### config.mk
export PLATFORM = sky130hd
export DESIGN_NAME = fib_seq_gen
export DESIGN_NICKNAME = d
export VERILOG_FILES = /design/src/rtl/fib_pkg.sv /design/src/rtl/fib_seq_gen_step.sv /design/src/rtl/fib_seq_gen.sv
export SDC_FILE = /design/constraint.sdc
export NUM_CORES = 1
export LEC_CHECK = 0
export CAP_MARGIN = 20
export CORE_ASPECT_RATIO = 1.75
export CORE_MARGIN = 10
export CORE_UTILIZATION = 52
export CTS_CLUSTER_SIZE = 24
export DETAILED_ROUTE_END_ITERATION = 16
export GPL_ROUTABILITY_DRIVEN = 0
export PLACE_DENSITY = 0.91
export SLEW_MARGIN = 20
export SYNTH_ARGS = -nofsm -noshare
export SYNTH_HDL_FRONTEND = slang
export SYNTH_SLANG_ARGS = --single-unit
### constraint.sdc
create_clock -name clk -period 3.6 [get_ports clk]
set_input_delay 0.72 -clock clk [delete_from_list [all_inputs] [get_ports clk]]
set_output_delay 0.72 -clock clk [all_outputs]
set_load 0.005 [all_outputs]
### src/rtl/fib_pkg.sv
// Shared types and default sizes for the Fibonacci sequence generator.
package fib_pkg;

    localparam int FIB_WIDTH_DEF = 32;
    localparam int FIB_IDX_W_DEF = 8;

    typedef enum logic [1:0] {
        IDLE = 2'd0,
        RUN  = 2'd1,
        DONE = 2'd2
    } fib_state_t;

endpackage

### src/rtl/fib_seq_gen_step.sv
// Combinational Fibonacci step: next term and its sticky overflow flag.
module fib_step
    import fib_pkg::*;
#(
    parameter int WIDTH = FIB_WIDTH_DEF
) (
    input  logic [WIDTH-1:0] i_a,
    input  logic [WIDTH-1:0] i_b,
    input  logic             i_a_flag,
    input  logic             i_b_flag,
    output logic [WIDTH-1:0] o_b_next,
    output logic             o_b_next_flag
);

    logic [WIDTH:0] w_sum;

    assign w_sum         = {1'b0, i_a} + {1'b0, i_b};
    assign o_b_next      = w_sum[WIDTH-1:0];
    // Once a term has overflowed, every later term is derived from it and is flagged too.
    assign o_b_next_flag = w_sum[WIDTH] | i_a_flag | i_b_flag;

endmodule

### src/rtl/fib_seq_gen.sv
// Fibonacci term streamer with programmable seeds/count and valid/ready output.
// Define FIB_SAT_EN to saturate overflowed terms to all-ones and end the run on the first one.
module fib_seq_gen
    import fib_pkg::*;
#(
    parameter int WIDTH = FIB_WIDTH_DEF,
    parameter int IDX_W = FIB_IDX_W_DEF
) (
    input  logic             clk,
    input  logic             rst,
    input  logic             start,
    input  logic [WIDTH-1:0] seed0,
    input  logic [WIDTH-1:0] seed1,
    input  logic [IDX_W-1:0] num_terms,
    input  logic             out_ready,
    output logic             out_valid,
    output logic [WIDTH-1:0] out_data,
    output logic [IDX_W-1:0] out_idx,
    output logic             busy,
    output logic             done,
    output logic             overflow
);

    // IDLE: wait for start | RUN: present term a, advance on handshake | DONE: one-cycle done pulse
    fib_state_t       r_state;
    fib_state_t       w_state_nxt;

    logic [WIDTH-1:0] r_a;
    logic [WIDTH-1:0] r_b;
    logic             r_a_flag;
    logic             r_b_flag;
    logic [IDX_W-1:0] r_idx;
    logic [IDX_W-1:0] r_remaining;
    logic             r_overflow;

    logic [WIDTH-1:0] w_b_next;
    logic             w_b_next_flag;
    logic [WIDTH-1:0] w_term;
    logic             w_sat_stop;
    logic             w_accept;
    logic             w_hs;

    fib_step #(.WIDTH(WIDTH)) u_step (
        .i_a           (r_a),
        .i_b           (r_b),
        .i_a_flag      (r_a_flag),
        .i_b_flag      (r_b_flag),
        .o_b_next      (w_b_next),
        .o_b_next_flag (w_b_next_flag)
    );

`ifdef FIB_SAT_EN
    assign w_term     = r_a_flag ? {WIDTH{1'b1}} : r_a;
    assign w_sat_stop = r_a_flag;
`else
    assign w_term     = r_a;
    assign w_sat_stop = 1'b0;
`endif

    assign w_accept = (r_state == IDLE) && start;
    assign w_hs     = (r_state == RUN) && out_ready;

    always_ff @(posedge clk) begin
        if (rst) begin
            r_state <= IDLE;
        end else begin
            r_state <= w_state_nxt;
        end
    end

    always_comb begin
        w_state_nxt = r_state;
        out_valid   = 1'b0;
        out_data    = '0;
        out_idx     = '0;
        busy        = 1'b0;
        done        = 1'b0;
        overflow    = r_overflow;
        case (r_state)
            IDLE: begin
                if (start) begin
                    w_state_nxt = (num_terms != '0) ? RUN : DONE;
                end
            end
            RUN: begin
                out_valid = 1'b1;
                out_data  = w_term;
                out_idx   = r_idx;
                busy      = 1'b1;
                overflow  = r_overflow | r_a_flag;
                if (out_ready && ((r_remaining == IDX_W'(1)) || w_sat_stop)) begin
                    w_state_nxt = DONE;
                end
            end
            DONE: begin
                busy        = 1'b1;
                done        = 1'b1;
                w_state_nxt = IDLE;
            end
            default: begin
                w_state_nxt = IDLE;
            end
        endcase
    end

    always_ff @(posedge clk) begin
        if (rst) begin
            r_a         <= '0;
            r_b         <= '0;
            r_a_flag    <= 1'b0;
            r_b_flag    <= 1'b0;
            r_idx       <= '0;
            r_remaining <= '0;
            r_overflow  <= 1'b0;
        end else if (w_accept) begin
            r_a         <= seed0;
            r_b         <= seed1;
            r_a_flag    <= 1'b0;
            r_b_flag    <= 1'b0;
            r_idx       <= '0;
            r_remaining <= num_terms;
            r_overflow  <= 1'b0;
        end else begin
            // Sticky from the first cycle a flagged term is on the output, stalled or not.
            if ((r_state == RUN) && r_a_flag) begin
                r_overflow <= 1'b1;
            end
            if (w_hs) begin
                r_a         <= r_b;
                r_b         <= w_b_next;
                r_a_flag    <= r_b_flag;
                r_b_flag    <= w_b_next_flag;
                r_idx       <= r_idx + IDX_W'(1);
                r_remaining <= r_remaining - IDX_W'(1);
            end
        end
    end

endmodule
==> results <==
- The CTS sink count is 85.
- The final-stage net count is 976.
- Synthesis produced a netlist with a net count of 888.
- The number of clock buffers added by TritonCTS is 9.
- The highest ir drop seen on vdd is 0.289 mV.
- The share of the synthesized area in the top cell type is 29.3%.
- The area of the die is 16000 um^2.
- The final-report hold violation count was 0.
- Of all cell types, the one taking the most synthesized area is dfxtp_1.
- Once the floorplan was initialized, standard cells occupied 52.6% of the core.
- The Yosys step of the flow raised 0 warnings.
- The number of instances in the placed design is 982.
- The number of diodes is 0.
- The power density of the placed cells is 429 nW/um^2.
- On the final layout, the worst clock skew is 0.00980 ns.
- The worst slack after detailed placement is 0.507 ns.
- The fraction of synthesis flops using an asynchronous set or reset pin is 0%.
- The required time of the worst setup path is 2.88 ns.
- After clock tree synthesis, the clock-pin slew on the worst setup and hold paths is 0.07 ns.
- The post-synthesis cell type count is 59.
- In the finished design, the share of the clock period the worst path needs comes to 86.5%.
- For this run, the register share of the synthesized area comes to 29.3%.
- The wire length of the first global-routing pass is 29400 um.
- The overall overflow remaining after global route is 0.
- The area of combinational cells with multiple inputs is 3870 um^2.
- The sort of element at the start of the critical path is a flop.
- In this run, post-CTS hold repair placed 0 buffers.
- The highest-delay cell along the critical path is ha_1.
- The post-detailed-placement half-perimeter wirelength is 13000 um.
- Across the whole layout, storage elements account for 1700 um^2.
- The minimum setup slack among reg-to-reg paths is 0.61 ns.
- The CTS H-tree depth is 3.
- The row count is 51.
- The die is 160 um tall.
- After floorplanning, the core was sized to cover 11000 um^2.
- The type of the most critical hold path is flop to flop.
- TritonCTS built the clock tree.
- For the pin with the worst max-slew slack, the measured transition is 0.744 ns.
- The detailed-route wire length is 17700 um.
- The tool flagged a number of max-cap violations equal to 0.
- The number of antenna violations at the first check in global routing is 0.
- In this design, the stage delay of the slowest critical-path cell is 0.53 ns.
- In this run the static leakage power is 2.86 nW.
- Gates resized during post-CTS repair numbered 0.
- The share of layout cells above drive strength 1 is 4.74%.
- Ranked by total cell area, the synthesized netlist is headed by dfxtp_1 (29%), nand2_1 (8.7%), ha_1 (8.2%), a311oi_1 (6.8%), nor2_1 (5.8%).
- STA classifies the critical path endpoint as an output port.
- Setup repair after global routing left no endpoint under its margin.
- The signed area change from the synthesized netlist to the final layout is 26.6%.
- The maximum buffer depth of the clock tree is 2.
- The pin count of the biggest net entering global routing is 76.
- Using the TritonRoute via totals, the vias-per-cell ratio works out to 6.10.
- The critical path contains buffers and inverters numbering 3 combined.
- The flow ran to the end, and the final reports show no timing, DRC or antenna violations.
- The final critical-path required period is 3.11 ns.
- Once layout is complete, the cells apart from fillers number 997.
- The global router's overall resource usage is 21.8%.
- The signal on the critical path passes through inv_1, ha_1, buf_4, a21o_1, clkdlybuf4s50_1.
- The critical path arrival is 2.39 ns.
- After clock tree synthesis, the setup repair step added 0 buffers.
- After detailed routing, the number of remaining DRC violations is 0.
- The horizontal die dimension is 99.9 um.
- The wire length per cell after detailed routing is 17.7 um.
- The start-to-end type of the worst setup path is flop to output port.
- By count the netlist is led by nand2_1 (135), nor2_1 (89), dfxtp_1 (85), a21oi_1 (51), clkbuf_1 (48).
- The routed layout has 6082 vias.
- The clock root buffer master is clkbuf_16.
- Fill cells in the final layout number 918.
- The cell with the most instances after synthesis is nand2_1.
- The later pin in the worst-skew pair is clocked with a latency of 0.35 ns.
- The cell family contributing the most delay on the critical path is buffers and inverters.
- Counting flops with a built-in enable in the synthesized netlist gives 0.
- The number of global-route vias before repair came to 6183.
- The achievable clock frequency is 321 MHz.
- In this run the worst path has a maximum fanout of 31.
- The number of violations reported at the end of detailed-routing iteration 0 is 381.
- Setup total negative slack on the finished layout was measured at 0 ns.
- The total standard cell area after synthesis is 5810 um^2.
- The number of nets with antenna violations after detailed routing is 0.
- The I/O pin total is 120.
- The average instance area after synthesis is 7.52 um^2.
- Setup slack on the critical path of the routed design comes to 0.487 ns.
- In this run the tightest slew margin relative to its limit is 50.4%.
- Counting flops and latches in the post-synthesis netlist gives 85.
- The post-synthesis instance total is 773.
- The most instantiated flip-flop cell in the synthesis netlist is dfxtp_1.
- The count of buffers added on input and output ports is 119.
- The final number of setup-violating endpoints is 0.
- The first detailed-routing pass took 6 iterations.
- The count of pins over their slew limit was 0.
[flip-flops by register name (all words and copies together), names as in the netlist]
| name | count |
|---|---|
| r_idx | 8 |
| r_a | 32 |
| r_state | 2 |
| r_b_flag | 1 |
| r_overflow | 1 |
| r_b | 32 |
| r_remaining | 8 |
| r_a_flag | 1 |
[cell type report]
type                       count  area share (%)
clock inverter                 6           0.953
tap                          132            2.25
sequential                    85            23.1
inverter                      13           0.664
clock buffer                   9            3.06
timing repair buffer         131            17.4
multi-input combinational    621            52.6
[kinds of logic (layout without fill, tap and decap cells)]
kind of cell / Yosys count / count (layout) / share of synthesized area, %
adders and majority gates: 39 / 39 / 8.53
and+or+nand+nor: 328 / 328 / 25.5
AOI/OAI and AO/OA: 220 / 220 / 27.1
buffers and inverters: 67 / 159 / 4.35
DFF: 85 / 85 / 29.3
xor gates and xnor gates: 32 / 32 / 4.82
muxes: 2 / 2 / 0.345
[worst paths after layout]
check	end	cells past startpoint	start
min	r_a_flag$_SDFFE_PP0P_	2	r_b_flag$_SDFFE_PP0P_
max	overflow	5	r_state[1]$_SDFFE_PP0P_
max reg2reg	r_b[26]$_SDFFE_PP0P_	9	r_a[0]$_SDFFE_PP0P_
min reg2reg	r_a_flag$_SDFFE_PP0P_	2	r_b_flag$_SDFFE_PP0P_
[stage by stage]
stage               hold WS, ns  total power [mW]  utilization (%)  cell area [um^2]
floorplan                 0.439              1.87                -              5810
global placement          0.453              2.19             63.9              7060
detailed placement        0.460              2.21             63.9              7060
CTS                       0.469              3.15             66.6              7350
global route              0.502              3.33             66.6              7350
finish                    0.469              3.16             66.6              7350
[metal layers]
metal  global-route usage [%]  share of wire [%]  vias up
met3                     4.45                5.9       54
met1                     23.6                 37     2840
met4                     10.2                3.4        0
li1                         -                  -     2976
met5                        0                  0        -
met2                     38.9                 53      212
[layout by cell type (no fill, tap or decap), types with 3 or more instances in the layout]
cell | Yosys | layout
nand2_1 | 135 | 133
clkdlybuf4s50_1 | 0 | 118
nor2_1 | 89 | 89
dfxtp_1 | 85 | 85
a21oi_1 | 51 | 51
a311oi_1 | 45 | 45
and2_1 | 43 | 42
ha_1 | 38 | 38
o21ai_0 | 24 | 24
a211oi_1 | 20 | 20
xnor2_1 | 20 | 20
a21o_1 | 16 | 16
nand4_1 | 16 | 16
inv_1 | 13 | 13
xor2_1 | 12 | 12
buf_4 | 0 | 12
a22oi_1 | 11 | 11
nand3_1 | 10 | 10
nor3_1 | 10 | 10
clkbuf_16 | 0 | 9
o22ai_1 | 8 | 8
o211ai_1 | 8 | 8
o21bai_1 | 8 | 8
nor4_1 | 6 | 6
o21a_1 | 5 | 5
and3_1 | 4 | 4
or3_1 | 4 | 4
o31ai_1 | 3 | 3
inv_6 | 0 | 3
[where the power goes]
| part | switching (mW) | internal, mW | total, mW |
|---|---|---|---|
| sequential | 0.103 | 1.06 | 1.16 |
| combinational | 0.611 | 0.447 | 1.06 |
| clock | 0.398 | 0.541 | 0.939 |
| total | 1.11 | 2.05 | 3.16 |
[worst min-delay path, cell delays in order, from the launching register on]
cell,delay (ns)
dfxtp_1,0.32
nand2_1,0.06
a21oi_1,0.05
(Power assumes the default switching activity.)
